### config.mk
export PLATFORM = sky130hd
export DESIGN_NAME = uart_tx_controller_flat
export DESIGN_NICKNAME = d
export VERILOG_FILES = /design/src/rtl/uart_tx_controller_if.sv /design/src/rtl/uart_tx_controller.sv /design/src/flat_wrapper.sv
export SDC_FILE = /design/constraint.sdc
export NUM_CORES = 1
export LEC_CHECK = 0
export ABC_AREA = 1
export BUFFER_PORTS_ARGS = -buffer_cell sky130_fd_sc_hd__buf_2
export CAP_MARGIN = 20
export CORE_ASPECT_RATIO = 0.75
export CORE_MARGIN = 2
export CORE_UTILIZATION = 45
export CTS_CLUSTER_DIAMETER = 30
export DETAILED_ROUTE_END_ITERATION = 16
export PLACE_DENSITY = 0.68
export SLEW_MARGIN = 10
export SYNTH_ARGS = -nofsm -noshare
export SYNTH_HDL_FRONTEND = slang
export SYNTH_SLANG_ARGS = --single-unit
### constraint.sdc
create_clock -name clk -period 2.29 [get_ports clk]
set_input_delay 0.229 -clock clk [delete_from_list [all_inputs] [get_ports clk]]
set_output_delay 0.229 -clock clk [all_outputs]
set_load 0.1 [all_outputs]
### src/rtl/uart_tx_controller_if.sv
// =============================================================================
// uart_tx_controller_if : host handshake, datapath control and serial line
// Revision : 1.0
// =============================================================================
`default_nettype none

interface uart_tx_controller_if;
  logic       TX_Start;
  logic       TX_Ready;
  logic       TX_Busy;
  logic       TX_Done;
  logic       TX_Serial_out;
  logic       Bit_Count_Reached;
  logic       TX_Data_out;
  logic       Bit_Counter_sel;
  logic [1:0] TX_Shift_Register_sel;

  // Controller side
  modport master (
    input  TX_Start,
    input  Bit_Count_Reached,
    input  TX_Data_out,
    output TX_Ready,
    output TX_Busy,
    output TX_Done,
    output TX_Serial_out,
    output Bit_Counter_sel,
    output TX_Shift_Register_sel
  );

  // Host / datapath / pin side
  modport slave (
    output TX_Start,
    output Bit_Count_Reached,
    output TX_Data_out,
    input  TX_Ready,
    input  TX_Busy,
    input  TX_Done,
    input  TX_Serial_out,
    input  Bit_Counter_sel,
    input  TX_Shift_Register_sel
  );
endinterface

`default_nettype wire

### src/rtl/uart_tx_controller.sv
// =============================================================================
// uart_tx_controller : UART TX sequencing FSM (start / data / [parity] / stop)
// Define UART_TX_PARITY_EN to add an even-parity bit.   Revision : 1.0
// =============================================================================
`default_nettype none

module uart_tx_controller #(
  parameter int WORD_SIZE          = 8,
  parameter int CLKS_PER_BIT       = 868,
  parameter int CLKS_PER_BIT_WIDTH = 10,
  parameter int STOP_BITS          = 1
) (
  input  wire logic            clk,
  input  wire logic            reset_b,
  uart_tx_controller_if.master tx
);

  localparam int BIT_IDX_W = (WORD_SIZE > 2) ? $clog2(WORD_SIZE) : 1;

  typedef enum logic [2:0] {
    S_IDLE   = 3'd0,
    S_START  = 3'd1,
    S_DATA   = 3'd2,
`ifdef UART_TX_PARITY_EN
    S_PARITY = 3'd3,
`endif
    S_STOP   = 3'd4
  } state_t;

  state_t                        r_state;
  state_t                        w_next_state;
  logic [CLKS_PER_BIT_WIDTH-1:0] r_baud_cnt;
  logic [BIT_IDX_W-1:0]          r_bit_idx;
  logic                          w_bit_end;
  logic                          w_data_last;
  logic                          w_stop_last;
`ifdef UART_TX_PARITY_EN
  logic                          r_parity;
`endif

  assign w_bit_end   = (r_baud_cnt == CLKS_PER_BIT_WIDTH'(CLKS_PER_BIT - 1));
  // The local period index backs up the datapath counter so DATA never
  // overruns WORD_SIZE bit periods.
  assign w_data_last = tx.Bit_Count_Reached ||
                       (r_bit_idx == BIT_IDX_W'(WORD_SIZE - 1));
  assign w_stop_last = (r_bit_idx == BIT_IDX_W'(STOP_BITS - 1));

  always_ff @(posedge clk or negedge reset_b) begin
    if (!reset_b) begin
      r_state    <= S_IDLE;
      r_baud_cnt <= '0;
      r_bit_idx  <= '0;
    end else begin
      r_state <= w_next_state;

      if ((r_state == S_IDLE) || (w_next_state != r_state) || w_bit_end) begin
        r_baud_cnt <= '0;
      end else begin
        r_baud_cnt <= r_baud_cnt + CLKS_PER_BIT_WIDTH'(1);
      end

      if (w_next_state != r_state) begin
        r_bit_idx <= '0;
      end else if (w_bit_end) begin
        r_bit_idx <= r_bit_idx + BIT_IDX_W'(1);
      end
    end
  end

`ifdef UART_TX_PARITY_EN
  always_ff @(posedge clk or negedge reset_b) begin
    if (!reset_b) begin
      r_parity <= 1'b0;
    end else if (r_state == S_IDLE) begin
      r_parity <= 1'b0;
    end else if ((r_state == S_DATA) && w_bit_end) begin
      r_parity <= r_parity ^ tx.TX_Data_out;
    end
  end
`endif

  always_comb begin
    w_next_state             = r_state;
    tx.TX_Ready              = 1'b0;
    tx.TX_Busy               = 1'b1;
    tx.TX_Done               = 1'b0;
    tx.TX_Serial_out         = 1'b1;
    tx.Bit_Counter_sel       = 1'b0;
    tx.TX_Shift_Register_sel = 2'b00;

    case (r_state)
      S_IDLE: begin
        tx.TX_Ready = 1'b1;
        tx.TX_Busy  = 1'b0;
        if (tx.TX_Start) begin
          tx.TX_Shift_Register_sel = 2'b01;
          w_next_state             = S_START;
        end
      end

      S_START: begin
        tx.TX_Serial_out = 1'b0;
        if (w_bit_end) begin
          w_next_state = S_DATA;
        end
      end

      S_DATA: begin
        tx.TX_Serial_out = tx.TX_Data_out;
        if (w_bit_end) begin
          if (w_data_last) begin
`ifdef UART_TX_PARITY_EN
            w_next_state = S_PARITY;
`else
            w_next_state = S_STOP;
`endif
          end else begin
            tx.TX_Shift_Register_sel = 2'b10;
            tx.Bit_Counter_sel       = 1'b1;
          end
        end
      end

`ifdef UART_TX_PARITY_EN
      S_PARITY: begin
        tx.TX_Serial_out = r_parity;
        if (w_bit_end) begin
          w_next_state = S_STOP;
        end
      end
`endif

      S_STOP: begin
        if (w_bit_end && w_stop_last) begin
          tx.TX_Done   = 1'b1;
          w_next_state = S_IDLE;
        end
      end

      default: begin
        w_next_state = S_IDLE;
      end
    endcase
  end

endmodule

`default_nettype wire

### src/flat_wrapper.sv
// flat-port wrapper written by rule: the top's interface ports become plain ports
module uart_tx_controller_flat 
#(
  parameter int WORD_SIZE          = 8,
  parameter int CLKS_PER_BIT       = 868,
  parameter int CLKS_PER_BIT_WIDTH = 10,
  parameter int STOP_BITS          = 1
)
  (clk, reset_b, tx_TX_Start, tx_Bit_Count_Reached, tx_TX_Data_out, tx_TX_Ready, tx_TX_Busy, tx_TX_Done, tx_TX_Serial_out, tx_Bit_Counter_sel, tx_TX_Shift_Register_sel);
  uart_tx_controller_if tx_i ();
  input  wire logic clk;
  input  wire logic reset_b;
  input wire logic [$bits(tx_i.TX_Start)-1:0] tx_TX_Start;
  input wire logic [$bits(tx_i.Bit_Count_Reached)-1:0] tx_Bit_Count_Reached;
  input wire logic [$bits(tx_i.TX_Data_out)-1:0] tx_TX_Data_out;
  output wire logic [$bits(tx_i.TX_Ready)-1:0] tx_TX_Ready;
  output wire logic [$bits(tx_i.TX_Busy)-1:0] tx_TX_Busy;
  output wire logic [$bits(tx_i.TX_Done)-1:0] tx_TX_Done;
  output wire logic [$bits(tx_i.TX_Serial_out)-1:0] tx_TX_Serial_out;
  output wire logic [$bits(tx_i.Bit_Counter_sel)-1:0] tx_Bit_Counter_sel;
  output wire logic [$bits(tx_i.TX_Shift_Register_sel)-1:0] tx_TX_Shift_Register_sel;
  assign tx_i.TX_Start = tx_TX_Start;
  assign tx_i.Bit_Count_Reached = tx_Bit_Count_Reached;
  assign tx_i.TX_Data_out = tx_TX_Data_out;
  assign tx_TX_Ready = tx_i.TX_Ready;
  assign tx_TX_Busy = tx_i.TX_Busy;
  assign tx_TX_Done = tx_i.TX_Done;
  assign tx_TX_Serial_out = tx_i.TX_Serial_out;
  assign tx_Bit_Counter_sel = tx_i.Bit_Counter_sel;
  assign tx_TX_Shift_Register_sel = tx_i.TX_Shift_Register_sel;
  uart_tx_controller #(.WORD_SIZE(WORD_SIZE), .CLKS_PER_BIT(CLKS_PER_BIT), .CLKS_PER_BIT_WIDTH(CLKS_PER_BIT_WIDTH), .STOP_BITS(STOP_BITS)) u_core (.clk(clk), .reset_b(reset_b), .tx(tx_i));
endmodule
Word level (Yosys, flattened, before mapping)
Cells that the tools add are included.
- flip-flop bits (word level): 16
- latch bits: 0
- bits in writable memories: 0
- ROM bits: 0
- bits of input ports: 5
- output and inout port bits: 7
- word-level logic and storage cells: 39
- memories kept: 0
- add/sub/neg operators: 2
- multipliers: 0
- div/mod/pow operators: 0
- magnitude comparators: 0
- equality and inequality tests: 6
- shift operators: 0
- muxes and demuxes: 21
- bitwise operators: 0
- reductions and logical operators: 7
- operators by type and width (kind ; number):
    $mux W3 ; 7
    $pmux W3 S4 ; 1
    $add A10 B1 Y10 const B ; 1
    $eq A10 B10 Y1 const B ; 1
    $mux W10 ; 1
    $mux W1 ; 8
    $eq A3 B3 Y1 const B ; 2
    $logic_not A3 Y1 ; 2
    $mux W2 ; 2
    $pmux W2 S2 ; 1
    $add A3 B1 Y3 const B ; 1
    $eq A3 B1 Y1 const B ; 1
    $eq A3 B2 Y1 const B ; 1
    $logic_or A1 B1 Y1 ; 3
    $ne A3 B3 Y1 ; 1
    $pmux W1 S2 ; 1
    $reduce_bool A2 Y1 ; 1
    $logic_and A1 B1 Y1 ; 1

Longest topological paths before layout
- word-level depth: 9
- mapped depth: 10
- depth with buffers taken out: 10

Least setup slack after synthesis
OpenSTA, ideal clock, no wires.
- path kind: reg-to-output
- start point: register u_core.r_state[2]
- end point: output port tx_TX_Shift_Register_sel[0]
- data arrival time: 5.507 ns
- data required time: 2.061 ns
- path slack: -3.446 ns
- cell stages (with the launch flop): 4
- buffers on the path: 0
- path through: dfrtp_1 nor3_1 inv_1 nor2_1
- longest elaborated chain between the ends: 2
- elaborated cells between the ends (all ways): 3
- classes of those cells: eq/ne: 1; mux: 1; reduce/logical: 1
- ends and longest elaborated chain (element ; RTL line ; source):
    from (decl) ; uart_tx_controller.sv:30 ; state_t r_state;
    from (signal assigned) ; uart_tx_controller.sv:54 ; r_state <= w_next_state;
    $eq A3 B2 Y1 or $logic_not A3 Y1 (tied branches) ; uart_tx_controller.sv:91 ; case (r_state)
    $pmux W2 S2 (*) ; uart_tx_controller.sv:91 ;
    to (decl) ; flat_wrapper.sv:21 ; output wire logic [$bits(tx_i.TX_Shift_Register_sel)-1:0] tx_TX_Shift_Register_sel;
Every way passes the cells marked *; elsewhere a longest branch is shown, timed or not.

Worst setup path in the final report
- start point: register u_core.r_bit_idx[0]
- end point: output port tx_Bit_Counter_sel
- longest elaborated chain between the ends: 5
- ends and longest elaborated chain (element ; RTL line ; source):
    from (decl) ; uart_tx_controller.sv:33 ; logic [BIT_IDX_W-1:0] r_bit_idx;
    from (signal assigned) ; uart_tx_controller.sv:65 ; r_bit_idx <= r_bit_idx + BIT_IDX_W'(1);
    $eq A3 B3 Y1 ; uart_tx_controller.sv:45 ; (r_bit_idx == BIT_IDX_W'(WORD_SIZE - 1));
    $logic_or A1 B1 Y1 ; uart_tx_controller.sv:44 ; assign w_data_last = tx.Bit_Count_Reached ||
    $mux W1 ; uart_tx_controller.sv:111 ; if (w_data_last) begin
    $mux W1 ; uart_tx_controller.sv:110 ; if (w_bit_end) begin
    $mux W1 ; uart_tx_controller.sv:91 ;
    to (decl) ; flat_wrapper.sv:20 ; output wire logic [$bits(tx_i.Bit_Counter_sel)-1:0] tx_Bit_Counter_sel;
No other way between the ends.

==> results.yml <==
global_routing:
  grt_pass1_wl_mm: 2.96
  grt-ovfl-total: 0
  grt_util_met1: 0.233
  met2_usage: 0.230
  track_usage: 0.160
  grt_pass1_vias: 648
  antenna_found_initial: 0
  grt.met3_usage: 0.0627
  grt_start_max_net_pins: 17
  top_usage_layer: "met1"
pwr:
  p_leak_nw: 0.577
  p_seq_frac: 0.475
  combPwrFrac: 0.269
  intPower_w: 0.000468
  power_switching_w: 0.000245
  pwr-share-clk: 0.256
  p_per_area_mw_per_mm2: 639
  p_sw_frac: 0.344
  vdd_drop_max_mv: 0.373
timing:
  hold_viol: 0
  tightest_slew_ns: 0.489
  relSlewSlack: 0.677
  setup_ws_ns: 0.149
  whs_ns: 0.294
  drv_slew: 0
  period_needed_ns: 2.14
  fmaxAchievable_mhz: 467
  setup_tns_ns: 0
  skew_ns: 0.00469
  finalCritPeriodShare: 0.935
  grt_setup_unrepaired: "no"
  setup_viol: 0
placed_design:
  dp_hpwl_mm: 1.38
  gp_congestion: 0.761
  dp_cells: 150
  io_buffers: 11
  dp_slack_ns: 0.270
floorplan:
  rows: 14
  initial_utilization: 0.469
  die_area_mm2: 0.00245
  pin_count: 12
  fp.dieH_um: 43.3
  core-area_mm2: 0.00198
  die_w_um: 56.4
detailed_routing:
  via_count: 755
  post_drt_via_cell_ratio: 4.87
  postRouteAntennaNets: 0
  drcViolationCount: 0
  wl_per_cell_um: 11.3
  drtIter0Drc: 22
  wl_mm: 1.75
  first_pass_iters: 4
run_status:
  status: "completed"
yosys:
  synthDistinctLibCells: 23
  syn-instance-count: 115
  synth_area_um2: 928
  syn_avg_cell_area_um2: 8.07
  ys_ff_latch: 16
  ys_seq_area_frac: 0.431
  synth_nets: 124
  yosys_warnings: 0
cts:
  cts-buffers-inserted: 3
  h-tree-depth: 1
  clockBufferDepth: 2
  cts-root-buf: "clkbuf_4"
  clk_pin_slew_ns: 0.09
  cts_sinks: 16
  post_cts_buffers: 0
  worstSkewPairLatency_ns: 0.28
  cts_tree: "built"
critical_path:
  cp-start-kind: "flip-flop"
  crit_path_max_fanout: 4
  worst_setup_path_end_kind: "primary output"
  cp.required_ns: 2.06
  cp.arrival_ns: 1.91
  critical_path_class: "flip-flop to primary output"
layout:
  final_common_cell: "nand2_1"
  area_delta_synth_final_pct: 20.2
  drive_gt1_frac: 0.229
  antenna_cells: 0
  stdcell_count: 155
  most-common-layout-cells: "nand2_1 (27), nor2_1 (17), dfrtp_1 (16), inv_1 (15), buf_2 (9)"
  nNetsFinal: 141
  final_util: 0.564
job:
  drv_cap: 0
hold_path:
  hold_class: "input pin to flip-flop"
-- power groups by stage --
stage,sequential [W],clock (W),combinational [W]
6_report,0.000339,0.000183,0.000192
5_1_grt,0.000347,0.000203,0.000218
4_1_cts,0.000339,0.000194,0.000195
3_5_place_dp,0.000344,0,0.000194
3_3_place_gp,0.000343,0,0.000189
2_1_floorplan,0.000340,0,0.000159
-- synth_stat cells --
cell | count | area share
nand3b_1 | 1 | 0.0081
nor3b_1 | 2 | 0.016
xor2_1 | 5 | 0.047
a211o_1 | 1 | 0.0094
nand2_1 | 27 | 0.11
nor2_2 | 2 | 0.013
o31ai_1 | 1 | 0.0081
nor2_1 | 19 | 0.077
dfrtp_1 | 16 | 0.43
nand3_4 | 1 | 0.019
ha_1 | 4 | 0.054
or2_2 | 1 | 0.0067
nor3_4 | 1 | 0.018
nand4_1 | 2 | 0.013
inv_2 | 2 | 0.0081
nand3_1 | 4 | 0.022
nor3_2 | 1 | 0.011
o21ai_0 | 2 | 0.011
nor3_1 | 2 | 0.011
xnor2_1 | 1 | 0.0094
a21oi_1 | 3 | 0.016
inv_1 | 15 | 0.061
nand3_2 | 2 | 0.022
-- logic make-up (layout without fill, tap and decap cells) --
family / Yosys count / in the layout / synth area share
AOI/OAI and AO/OA: 7 / 7 / 0.0445
adders and majority gates: 4 / 4 / 0.0539
and+or+nand+nor: 65 / 65 / 0.345
buffers and inverters: 17 / 33 / 0.0687
DFF: 16 / 16 / 0.431
xor gates and xnor gates: 6 / 6 / 0.0566
-- critical path, cell delays in order, from the launching register on --
cell     delay, ns
dfrtp_1       0.41
ha_1          0.22
ha_1          0.17
or2_2         0.36
nor3b_4       0.22
buf_6         0.25
-- area by class of cell --
type,count,area [um^2]
fillers,183,863
multi-input cells,82,508
flip-flops and latches,16,400
repair buffers,12,77.6
inverters,17,63.8
clock buffers,4,36.3
well taps,24,30.0
-- state kept, by name, indices dropped and copies added (netlist names) --
signal             count
u_core.r_baud_cnt     10
u_core.r_state         3
u_core.r_bit_idx       3
-- metrics by stage --
stage,cell area (um^2),total power [W]
after floorplan,972,0.000499
after global placement,1060,0.000533
after detailed placement,1060,0.000538
after CTS,1110,0.000729
after global routing,1120,0.000768
final,1120,0.000714
-- repair_timing --
item / 4_1_cts / 5_1_grt
resized for setup: 2 / 2
endpoints found under the hold margin: 16 / 0
endpoints found under the setup margin: 2 / 2
hold buffers: 1 / 0
-- metal layers --
metal,up-vias,share of wire
met2,12,0.47
li1,391,-
met4,0,0.0040
met5,-,0
met1,350,0.48
met3,2,0.046
-- final timing paths --
path | depth (start not counted) | startpoint | end | slack (ns)
setup / recovery | 5 | u_core.r_bit_idx[0] | tx_Bit_Counter_sel | 0.15
hold / removal | 3 | tx_TX_Start | u_core.r_state[0] | 0.29
setup reg to reg | 8 | u_core.r_bit_idx[0] | u_core.r_baud_cnt[4] | 0.42
hold reg to reg | 1 | u_core.r_baud_cnt[0] | u_core.r_baud_cnt[0] | 0.46
max in group asynchronous | 2 | reset_b | u_core.r_baud_cnt[6] | 1.65
min in group asynchronous | 2 | reset_b | u_core.r_baud_cnt[2] | 0.38
Power figures use the tool's default switching activity.
